File: src/rtl/prescaled_mod_counter.sv
// ---------------------------------------------------------------------------
// prescaled_mod_counter
//
// Purpose:
//   Parametrised prescaled modulo counter. A prescaler divides enabled clock
//   cycles by PRESCALE; every PRESCALE-th enabled cycle is a "step edge" on
//   which the count moves up or down by one inside the range 0..MODULUS-1.
//   In free-run mode the count wraps around. In one-shot mode the counter
//   stops at the terminal value and reports completion on done.
//   Synchronous clear and load take priority over stepping.
//
// Parameters:
//   WIDTH     count register width in bits
//   PRESCALE  enabled clk cycles per count step (1..1024)
//   MODULUS   count range 0..MODULUS-1 (2..2**WIDTH)
//
// Ports:
//   clk       clock
//   rst       asynchronous, active-high reset
//   en        count enable; low freezes prescaler and count
//   up_dn     1 = count up, 0 = count down (sampled on each step edge)
//   oneshot   1 = halt at the terminal value instead of wrapping
//   clr       synchronous clear (highest priority)
//   load      synchronous load of load_val (clamped to MODULUS-1)
//   load_val  value for load
//   count     current count
//   tick      one-cycle pulse on every step edge
//   wrap      one-cycle pulse when a step is attempted from the terminal value
//   done      level; one-shot completed and counter halted
// ---------------------------------------------------------------------------
module prescaled_mod_counter #(
  parameter int WIDTH    = 6,
  parameter int PRESCALE = 101,
  parameter int MODULUS  = 5
) (
  input  logic             clk,
  input  logic             rst,
  input  logic             en,
  input  logic             up_dn,
  input  logic             oneshot,
  input  logic             clr,
  input  logic             load,
  input  logic [WIDTH-1:0] load_val,
  output logic [WIDTH-1:0] count,
  output logic             tick,
  output logic             wrap,
  output logic             done
);

  // A single-cycle prescale still needs a one-bit register so the
  // comparison logic below stays uniform across all builds.
  localparam int PW = (PRESCALE > 1) ? $clog2(PRESCALE) : 1;

  localparam logic [PW-1:0]    PTOP = PW'(PRESCALE - 1);
  localparam logic [WIDTH-1:0] CTOP = WIDTH'(MODULUS - 1);

  typedef enum logic {
    RUN  = 1'b0,
    HALT = 1'b1
  } state_t;

  state_t           state, state_d;
  logic [PW-1:0]    pcnt, pcnt_d;
  logic [WIDTH-1:0] count_d;
  logic             tick_d;
  logic             wrap_d;
  logic [WIDTH-1:0] load_clamped;

  // Loads never use modulo reduction: anything beyond the top of the
  // range saturates to the terminal value.
  assign load_clamped = (load_val > CTOP) ? CTOP : load_val;

  // done is simply the registered HALT state, so it changes on the same
  // edge as count, tick and wrap.
  assign done = (state == HALT);

  // State and output registers. Everything visible at the ports comes
  // straight from a flop.
  always_ff @(posedge clk or posedge rst) begin
    if (rst) begin
      state <= RUN;
      pcnt  <= '0;
      count <= '0;
      tick  <= 1'b0;
      wrap  <= 1'b0;
    end else begin
      state <= state_d;
      pcnt  <= pcnt_d;
      count <= count_d;
      tick  <= tick_d;
      wrap  <= wrap_d;
    end
  end

  // Next-state logic. Priority is clr, then load, then the RUN/HALT
  // behaviour. Strobes default low so they only ever last one cycle
  // unless a step happens on every cycle.
  always_comb begin
    state_d = state;
    pcnt_d  = pcnt;
    count_d = count;
    tick_d  = 1'b0;
    wrap_d  = 1'b0;

    if (clr) begin
      state_d = RUN;
      pcnt_d  = '0;
      count_d = '0;
    end else if (load) begin
      state_d = RUN;
      pcnt_d  = '0;
      count_d = load_clamped;
    end else begin
      case (state)
        RUN: begin
          if (en) begin
            if (pcnt == PTOP) begin
              pcnt_d = '0;
              tick_d = 1'b1;
              // wrap marks a step attempted from the terminal value;
              // stepping into the terminal value is an ordinary step.
              if (up_dn) begin
                if (count == CTOP) begin
                  wrap_d = 1'b1;
                  if (oneshot) begin
                    state_d = HALT;
                  end else begin
                    count_d = '0;
                  end
                end else begin
                  count_d = count + WIDTH'(1);
                end
              end else begin
                if (count == '0) begin
                  wrap_d = 1'b1;
                  if (oneshot) begin
                    state_d = HALT;
                  end else begin
                    count_d = CTOP;
                  end
                end else begin
                  count_d = count - WIDTH'(1);
                end
              end
            end else begin
              pcnt_d = pcnt + PW'(1);
            end
          end
        end
        HALT: begin
          pcnt_d = '0;
        end
        default: begin
          state_d = RUN;
          pcnt_d  = '0;
        end
      endcase
    end
  end

endmodule
File: config.mk
export PLATFORM = sky130hd
export DESIGN_NAME = prescaled_mod_counter
export DESIGN_NICKNAME = d
export VERILOG_FILES = /design/src/rtl/prescaled_mod_counter.sv
export SDC_FILE = /design/constraint.sdc
export NUM_CORES = 1
export LEC_CHECK = 0
export ABC_AREA = 1
export CORE_MARGIN = 3
export CORE_UTILIZATION = 53
export DETAILED_ROUTE_END_ITERATION = 16
export PLACE_DENSITY = 0.82
export SLEW_MARGIN = 30
export SYNTH_ARGS = -nofsm -noshare
export SYNTH_HDL_FRONTEND = slang
export SYNTH_SLANG_ARGS = --single-unit
File: constraint.sdc
create_clock -name clk -period 2 [get_ports clk]
set_clock_uncertainty 0.05 [all_clocks]
set_input_delay 0.2 -clock clk [delete_from_list [all_inputs] [get_ports clk]]
set_output_delay 0.2 -clock clk [all_outputs]
set_load 0.01 [all_outputs]
# Word-level counts from Yosys, hierarchy flattened
# Cells that the tools add are included.
[totals]
in_bits = 13
ff_bits = 16
word_cells = 58
output_inout_bits = 9
[classes]
n_eq_ne = 6
n_reduce_logical = 4
magnitude_cmp = 1
bitwise_logic = 1
n_mux = 38
n_addsub = 3
[op_table]
columns = ["operator", "count"]
rows = [
  ["$mux 6", 11],
  ["$mux 7", 4],
  ["$mux 1", 22],
  ["$pmux 7 s2", 1],
  ["$ne 5x5->1 const B", 2],
  ["$add 7x1->7 const B", 1],
  ["$eq 7x7->1 const B", 1],
  ["$add 6x1->6 const B", 1],
  ["$eq 6x3->1 const B", 1],
  ["$gt 6x3->1 const B", 1],
  ["$logic_not 6->1", 1],
  ["$reduce_bool 3->1", 2],
  ["$sub 6x1->6 const B", 1],
  ["$reduce_and 5->1", 1],
  ["$ne 4x4->1 const B", 1],
  ["$ne 3x3->1 const B", 1],
  ["$not 1->1", 1],
]

# Longest topological paths before layout
# Gate-level depths: netlist of run 1.
[depth]
ltp_word = 8
ltp_mapped = 12
mapped_depth_nobuf = 12

# Worst setup path after synthesis of run 1
# OpenSTA, ideal clock, no wires.
[synth_timing]
path_type = "reg-to-reg"
start = "reg count[0]"
end = "reg count[3]"
synth_period_minus_slack_ns = 1.651
t_required_ns = 1.832
setup_ns = 0.118
arrival_time_ns = 1.483
stages_incl_launch_ff = 12
n_path_buf = 0
path_slack_ns = 0.349
path_cell_list = "dfrtp_1 inv_1 ha_1 inv_1 nor2_2 nand3_2 nand2_4 nand3_4 nand2_4 nand2_1 nand2_1 nor2_2"
[synth_between]
elab_chain_cells = 8
word_cells_on_any_way = 15
classes_between = "2 x add/sub; 3 x eq/ne; 8 x mux; 2 x reduce/logical"
[synth_rtl]
columns = ["element", "line", "rtl"]
rows = [
  ["start, declared", "44", "output logic [WIDTH-1:0] count,"],
  ["start signal, assigned", "89", "count <= count_d;"],
  ["$sub 6x1->6 (tied with other cells)", "142", "count_d = count - WIDTH'(1);"],
  ["$mux 6, on equally long branches", "134, 123", ""],
  ["$mux 6", "122", "if (up_dn) begin"],
  ["$mux 6", "117", "if (pcnt == PTOP) begin"],
  ["$mux 6", "116", "if (en) begin"],
  ["$mux 6", "114", "case (state)"],
  ["$mux 6", "109", "end else if (load) begin"],
  ["$mux 6", "105", "if (clr) begin"],
]
# Parallel ways exist; a longest one is shown, timed or not. The select of a mux whose other input is x is not followed.
# A chain may end at the register's enable or synchronous reset.

# Worst setup path after layout of run 1
[layout_timing]
start = "reg count[3]"
end = "out count[3]"
# No word-level cell between the ends.

==> impl_metrics.csv, run 1 <==
group,metric,value,unit
detailed_routing,number_of_remaining_drc_errors,0,
placement,detailed_place.area,1583,µm²
sta,hold_violations,0,
power_and_ir_drop,intPower,0.0005493,W
logic_synthesis,yosys-top-cells-count,"sky130_fd_sc_hd__nand2_1 (39), sky130_fd_sc_hd__inv_1 (23), sky130_fd_sc_hd__dfrtp_1 (16), sky130_fd_sc_hd__nand3_1 (14), sky130_fd_sc_hd__nor2_1 (14)",
layout,n_antenna_cell,0,
detailed_routing,detail_route.first_pass.iterations,4,
detailed_routing,vias_per_cell,5.392,
logic_synthesis,synth.avg_cell_area,7.514,µm²
job,max-cap-violations,0,
critical_path,max_stage_delay,0.67,ns
worst_hold_path,hp-class,"in2async",
detailed_routing,ant_nets,0,
sta,final.hold.worst_slack,0.2198,ns
sta,slew_viol_final,0,
die,core-area,2318,µm²
die,top_level_ports,22,
logic_synthesis,synth_area_leaders,"sky130_fd_sc_hd__dfrtp_1 (29%), sky130_fd_sc_hd__nand2_1 (11%), sky130_fd_sc_hd__inv_1 (6.3%)",
power_and_ir_drop,worst_ir_drop_vdd,427.5,µV
sta,min_period_over_period,92.24,%
critical_path,regToRegSetupSlack,0.18,ns
logic_synthesis,area_fraction_of_the_dominant_cell_type_after_synthesis,29.44,%
critical_path,timing.setup.critical_path_class,"reg2out",
clock_tree,cts.path.max_buffers,2,
logic_synthesis,yosys.cell_count.top_type,"sky130_fd_sc_hd__nand2_1",
critical_path,regToRegStartpoint,"count[0]",
critical_path,critical_path_depth,1,
critical_path,worst-path-buf-inv,1,
layout,layout-drive-gt1-share,21.57,%
placement,gpl_wtd_cong,0.9133,
die,design.die.area,3210,µm²
detailed_routing,wl,3.166,mm
layout,finalInstanceArea,1619,µm²
clock_tree,cts_tree,"yes",
clock_tree,cts_setup_buffers,0,
critical_path,worst_setup_path_endpoint,"count[3]",
logic_synthesis,synth_seq_area_share,29.44,%
sta,final_sum_of_negative_setup_slack,0,ns
logic_synthesis,post_synth_num_cell_types,26,
critical_path,worstPathArrival,1.59,ns
logic_synthesis,synth_largest_area_cell,"sky130_fd_sc_hd__dfrtp_1",
run_status,run_status,"finished clean",
logic_synthesis,postSynth.topFlopCell,"sky130_fd_sc_hd__dfrtp_1",
critical_path,critPathSlowestCell,"sky130_fd_sc_hd__dfrtp_1",
critical_path,required,1.75,ns
die,die_w,56.66,µm
clock_tree,cts.sink_count,16,
power_and_ir_drop,cellLeakagePower,0.7786,nW
critical_path,setup.worst_path.start_class,"register",
detailed_routing,drt-initial-drc-count,39,
global_route,grt_first_pass_wirelength,5.568,mm
logic_synthesis,yosys_warnings,0,
critical_path,worst-r2r-cell-count,11,
clock_tree,holdBufCountCts,0,
power_and_ir_drop,clock_power_share,27.3,%
clock_tree,cts_h_tree_depth,1,
logic_synthesis,ys_async_sr_fraction,100.0,%
global_route,groute.usage.overall,21.64,%
power_and_ir_drop,net-switching-power,0.0002885,W
global_route,grt_pass1_vias,1257,
layout,num-nets-final,223,
sta,grt_setup_unrepaired,"false",
power_and_ir_drop,sequentialPowerShare,42.4,%
placement,dpl.hpwl,2.470,mm
die,floorplan.rows,17,
power_and_ir_drop,power_per_cell_area,517.5,nW/µm²
die,initial_core_util,58.66,%
layout,n_fill_cell,194,
critical_path,critPathTopFamily,"flip-flops",
logic_synthesis,netlist_area,1360,µm²
logic_synthesis,mapped_cells,181,
clock_tree,cts.reportedPaths.clkPinSlew,0.10,ns
critical_path,startpoint,"count[3]",
critical_path,worst_r2r_endpoint,"count[5]",
layout,flow.area_growth_from_synthesis,19.04,%
clock_tree,clock_network_latency_to_the_later_pin_of_the_worst_skew_pair,0.30,ns
die,die-height,56.66,µm
global_route,grt_max_degree,17,
global_route,grt_overflow_total,0,
sta,max_freq,542.1,MHz
placement,pre_cts_slack,0.1551,ns
power_and_ir_drop,combinationalPowerShare,30.3,%
power_and_ir_drop,power_switching_share,34.43,%
sta,setup-violations-final,0,
detailed_routing,detail_route.wl_per_cell,13.65,µm
logic_synthesis,edff_count_synth,0,
critical_path,critPathMaxFanout,9,
logic_synthesis,ys_ff_latch,16,
critical_path,cp_cell_sequence,"clkdlybuf4s50_1",
sta,timing.slew.headroom,57.45,%
sta,finalWorstPathRequiredPeriod,1.845,ns
clock_tree,cts_inserted_buffers,3,
critical_path,crit_path_end_kind,"primary output",
detailed_routing,routed-via-count,1251,
clock_tree,cts_root_buf,"sky130_fd_sc_hd__clkbuf_4",
global_route,antenna_found_initial,0,
sta,final_critical_path_setup_slack,0.1552,ns
logic_synthesis,synthesized_nets,199,
placement,placement.io_buffers,21,
sta,worst_pin_slew,0.6375,ns
## per-layer routing
metal,track usage (%),part of all wire [%],up-vias
met5,0,0,-
met1,27.34,44,585
li1,-,-,626
met4,7.458,1.5,0
met3,2.759,4.2,7
met2,37.46,51,33
## timing repair
action                     4_1_cts  5_1_grt
setup endpoints to repair        0        5
gates resized for setup          0        1
hold endpoints to repair         0        0
## layout by cell type (no fill, tap or decap)
cell type and instances:
sky130_fd_sc_hd__nand3_1 14, sky130_fd_sc_hd__nand2_8 1, sky130_fd_sc_hd__a21oi_1 6, sky130_fd_sc_hd__o21ai_1 5, sky130_fd_sc_hd__ha_1 5, sky130_fd_sc_hd__dfrtp_1 16
sky130_fd_sc_hd__clkbuf_8 1, sky130_fd_sc_hd__nor3_1 2, sky130_fd_sc_hd__nor2_8 1, sky130_fd_sc_hd__nand4_1 2, sky130_fd_sc_hd__o21bai_1 2, sky130_fd_sc_hd__nand3_2 2
sky130_fd_sc_hd__nor2_1 14, sky130_fd_sc_hd__nor2_4 4, sky130_fd_sc_hd__inv_2 7, sky130_fd_sc_hd__clkbuf_4 3, sky130_fd_sc_hd__nor2_2 10, sky130_fd_sc_hd__nand2_2 4
sky130_fd_sc_hd__nand2_1 39, sky130_fd_sc_hd__xnor2_1 1, sky130_fd_sc_hd__xor2_1 3, sky130_fd_sc_hd__nand2_4 4, sky130_fd_sc_hd__clkdlybuf4s50_1 21, sky130_fd_sc_hd__inv_1 22
sky130_fd_sc_hd__nor3b_2 1, sky130_fd_sc_hd__nand3_4 3, sky130_fd_sc_hd__o21ai_0 8, sky130_fd_sc_hd__o21ai_2 3
## registers in the layout (all words and copies together), names as in the netlist
| signal | cells |
|---|---|
| tick | 1 |
| pcnt | 7 |
| done | 1 |
| count | 6 |
| wrap | 1 |
## through the flow
| stage | cells | total power (W) | util, % |
|---|---|---|---|
| final | 232 | 0.0008378 | 69.83 |
| after floorplan | 181 | 0.0005375 | - |
| after global placement | 228 | 0.0006017 | 68.27 |
| after CTS | 232 | 0.0008371 | 69.83 |
| after global routing | 232 | 0.0008782 | 69.83 |
| after detailed placement | 228 | 0.0006131 | 68.27 |
## power groups by stage
| stage | Sequential, W | Clock, W | Combinational [W] |
|---|---|---|---|
| 6_report | 0.000355 | 0.000229 | 0.000254 |
| 5_1_grt | 0.000358 | 0.000239 | 0.000282 |
| 4_1_cts | 0.000354 | 0.000229 | 0.000254 |
| 3_5_place_dp | 0.000361 | 0 | 0.000252 |
| 3_3_place_gp | 0.000360 | 0 | 0.000242 |
| 2_1_floorplan | 0.000352 | 0 | 0.000186 |
## layout make-up
cell class              instances  area, µm²  area share, %
inverters                      29      108.9          6.723
multi-input cells             134      828.3          51.16
flip-flops and latches         16      400.4          24.73
repair buffers                 21      210.2          12.98
well taps                      28      35.03          2.164
clock buffers                   4      36.28          2.241
## logic make-up (layout without fill, tap and decap cells)
kind of cell,count (synthesis),after routing,synth area share [%]
compound gates,24,24,10.03
flops,16,16,29.44
buf+inv,31,54,9.659
fa+ha+maj,5,5,4.600
xor+xnor,4,4,2.576
simple gates,101,101,43.70
## worst min path at each step
| stage | endpoint | slack (ns) | cells after the start |
|---|---|---|---|
| finish | count[5] | 0.22 | 2 |
| global route | count[5] | 0.28 | 2 |
| CTS | count[5] | 0.25 | 2 |
| detailed placement | pcnt[6] | 0.51 | 3 |
| global placement | pcnt[6] | 0.51 | 3 |
| floorplan | count[0] | 0.06 | 1 |
Power figures use the tool's default switching activity.
==> run 2, diff against run 1 <==
--- a/config.mk
+++ b/config.mk
@@ -7,9 +7,9 @@
 export LEC_CHECK = 0
 export ABC_AREA = 1
 export CORE_MARGIN = 3
-export CORE_UTILIZATION = 53
+export CORE_UTILIZATION = 50
 export DETAILED_ROUTE_END_ITERATION = 16
-export PLACE_DENSITY = 0.82
+export PLACE_DENSITY = 0.78
 export SLEW_MARGIN = 30
 export SYNTH_ARGS = -nofsm -noshare
 export SYNTH_HDL_FRONTEND = slang
==> constraint.sdc (replaced) <==
create_clock -name clk -period 2.3 [get_ports clk]
set_clock_uncertainty 0.05 [all_clocks]
set_input_delay 0.23 -clock clk [delete_from_list [all_inputs] [get_ports clk]]
set_output_delay 0.23 -clock clk [all_outputs]
set_load 0.01 [all_outputs]
==> run 2 against run 1 <==
  * Die area is 5.4% higher
  * Clock power is 11% lower
  * Sequential power is 13% lower
  * First-iteration DRC count is 41% lower
  * Critical path depth stayed put
  * Hold slack better by 0.036 ns
  * Wire length is 7.0% lower
  * Count of clock-buffer cells in the layout stayed put
  * Via count is 4.2% lower
  * Final cell count is 0.86% higher
  * Global-route usage is 2.4 points lower
  * Largest power group unchanged
  * Highest routed layer unchanged
==> impl_metrics.csv, run 2 (synthesized netlist as in run 1, its figures left out) <==
group,metric,value,unit
run_status,run_status,"finished clean",
critical_path,required,2.02,ns
job,max-cap-violations,0,
layout,reg_top3,"pcnt: 7 flops, count: 6 flops",
critical_path,critical_path_depth,1,
sta,slew_viol_final,0,
placement,gpl_wtd_cong,0.9014,
power_and_ir_drop,power_per_cell_area,449.7,nW/µm²
clock_tree,clock_network_latency_to_the_later_pin_of_the_worst_skew_pair,0.30,ns
clock_tree,cts_root_buf,"sky130_fd_sc_hd__clkbuf_4",
critical_path,critPathMaxFanout,9,
detailed_routing,detail_route.first_pass.iterations,4,
clock_tree,cts.path.max_buffers,2,
sta,setup-violations-final,0,
die,die-height,58.16,µm
power_and_ir_drop,worst_ir_drop_vdd,397.3,µV
detailed_routing,drt-initial-drc-count,23,
detailed_routing,vias_per_cell,5.124,
global_route,grt_first_pass_wirelength,5.043,mm
sta,finalWorstPathRequiredPeriod,1.919,ns
critical_path,worstPathArrival,1.64,ns
critical_path,timing.setup.critical_path_class,"reg2out",
detailed_routing,number_of_remaining_drc_errors,0,
layout,number_of_flip_flops_in_the_largest_register,7,
sta,min_period_over_period,83.46,%
sta,final_critical_path_setup_slack,0.3805,ns
die,die_w,58.16,µm
global_route,groute.usage.overall,19.22,%
critical_path,setup.worst_path.start_class,"register",
clock_tree,postCtsResizedCells,0,
die,design.die.area,3382,µm²
critical_path,critPathSlowestCell,"sky130_fd_sc_hd__dfrtp_1",
clock_tree,cts_tree,"yes",
detailed_routing,wl,2.944,mm
critical_path,worst-path-buf-inv,1,
global_route,antenna_found_initial,0,
die,initial_core_util,53.92,%
layout,commonest_non_fill_non_tap_cells_in_the_layout,"sky130_fd_sc_hd__nand2_1 (39), sky130_fd_sc_hd__inv_1 (23), sky130_fd_sc_hd__clkdlybuf4s50_1 (21)",
critical_path,crit_path_end_kind,"primary output",
detailed_routing,routed-via-count,1199,
critical_path,critPathTopFamily,"flip-flops",
layout,mostFrequentLayoutCell,"sky130_fd_sc_hd__nand2_1",
layout,fin_util,64.29,%
layout,registers.top_by_ff_count,"pcnt",
layout,flow.area_growth_from_synthesis,19.23,%
sta,hold_violations,0,
layout,num-nets-final,223,
clock_tree,cts_h_tree_depth,1,
layout,layout-drive-gt1-share,21.08,%
global_route,grt_overflow_total,0,
layout,n_antenna_cell,0,
sta,max_freq,521.0,MHz
clock_tree,cts_inserted_buffers,3,
power_and_ir_drop,total_power,0.0007292,W
clock_tree,holdBufCountCts,0,
global_route,grt_max_degree,17,
detailed_routing,detail_route.wl_per_cell,12.58,µm
global_route,grt_pass1_vias,1210,
sta,worst_pin_slew,0.6674,ns
detailed_routing,ant_nets,0,
sta,grt_setup_unrepaired,"false",
critical_path,cp_cell_sequence,"clkdlybuf4s50_1",
placement,placement.io_buffers,21,
clock_tree,cts.reportedPaths.clkPinSlew,0.11,ns
placement,dpl.hpwl,2.337,mm
critical_path,worst-r2r-cell-count,11,
clock_tree,cts.sink_count,16,
die,floorplan.rows,18,
sta,final_sum_of_negative_setup_slack,0,ns
power_and_ir_drop,cellLeakagePower,0.7788,nW
clock_tree,cts_setup_buffers,0,
critical_path,max_stage_delay,0.69,ns
placement,pre_cts_slack,0.4938,ns
sta,timing.slew.headroom,55.46,%
worst_hold_path,hp-class,"in2async",
die,top_level_ports,22,
die,core-area,2522,µm²
[run 2: cell counts in the layout (fill, tap and decap cells not counted)]
No cell type changed its count.
[run 2: metrics by stage]
stage	cells	hold WS [ns]	cell area, µm²
6_report	234	0.2555	1622
5_1_grt	234	0.3073	1622
4_1_cts	234	0.2902	1622
3_5_place_dp	230	0.5006	1585
3_3_place_gp	230	0.5078	1585
2_1_floorplan	181	0.09374	1360
[run 2: layout make-up]
type | instances | area, µm²
timing repair buffer | 21 | 210.2
sequential | 16 | 400.4
tap | 30 | 37.54
clock buffer | 4 | 36.28
multi-input combinational | 134 | 828.3
fill | 230 | 900.9
inverter | 29 | 108.9
[run 2: final timing paths]
check,start,endpoint,slack (ns)
hold reg to reg,pcnt[6],pcnt[6],0.53
max in group asynchronous,rst,tick,1.51
hold / removal,rst,count[4],0.26
setup reg to reg,count[0],count[3],0.47
setup / recovery,count[2],count[2],0.38
min in group clk,pcnt[6],pcnt[6],0.53
[run 2: worst reg2reg max path, stage by stage (launching register included)]
cell and delay (ns):
sky130_fd_sc_hd__dfrtp_1 0.45, sky130_fd_sc_hd__inv_1 0.20, sky130_fd_sc_hd__ha_1 0.25, sky130_fd_sc_hd__inv_1 0.06, sky130_fd_sc_hd__nor2_2 0.13, sky130_fd_sc_hd__nand3_2 0.12
sky130_fd_sc_hd__nand2_4 0.13, sky130_fd_sc_hd__nand3_4 0.08, sky130_fd_sc_hd__nand2_4 0.10, sky130_fd_sc_hd__nand2_1 0.05, sky130_fd_sc_hd__nand2_1 0.07, sky130_fd_sc_hd__nor2_2 0.03
[run 2: power breakdown]
part	total, W	switching [W]	internal, W
logic	0.000217	0.000125	0.0000921
clock network	0.000203	0.000106	0.0000966
registers	0.000310	0.0000210	0.000289
[run 2: layer usage]
| layer | part of all wire, % | routed length, µm | vias up | track usage, % |
|---|---|---|---|---|
| li1 | - | - | 616 | - |
| met1 | 47 | 1381 | 543 | 25.14 |
| met2 | 47 | 1391 | 34 | 31.45 |
| met3 | 4.3 | 127 | 6 | 2.450 |
| met4 | 1.5 | 43 | 0 | 8.940 |
| met5 | 0 | 0 | - | 0 |
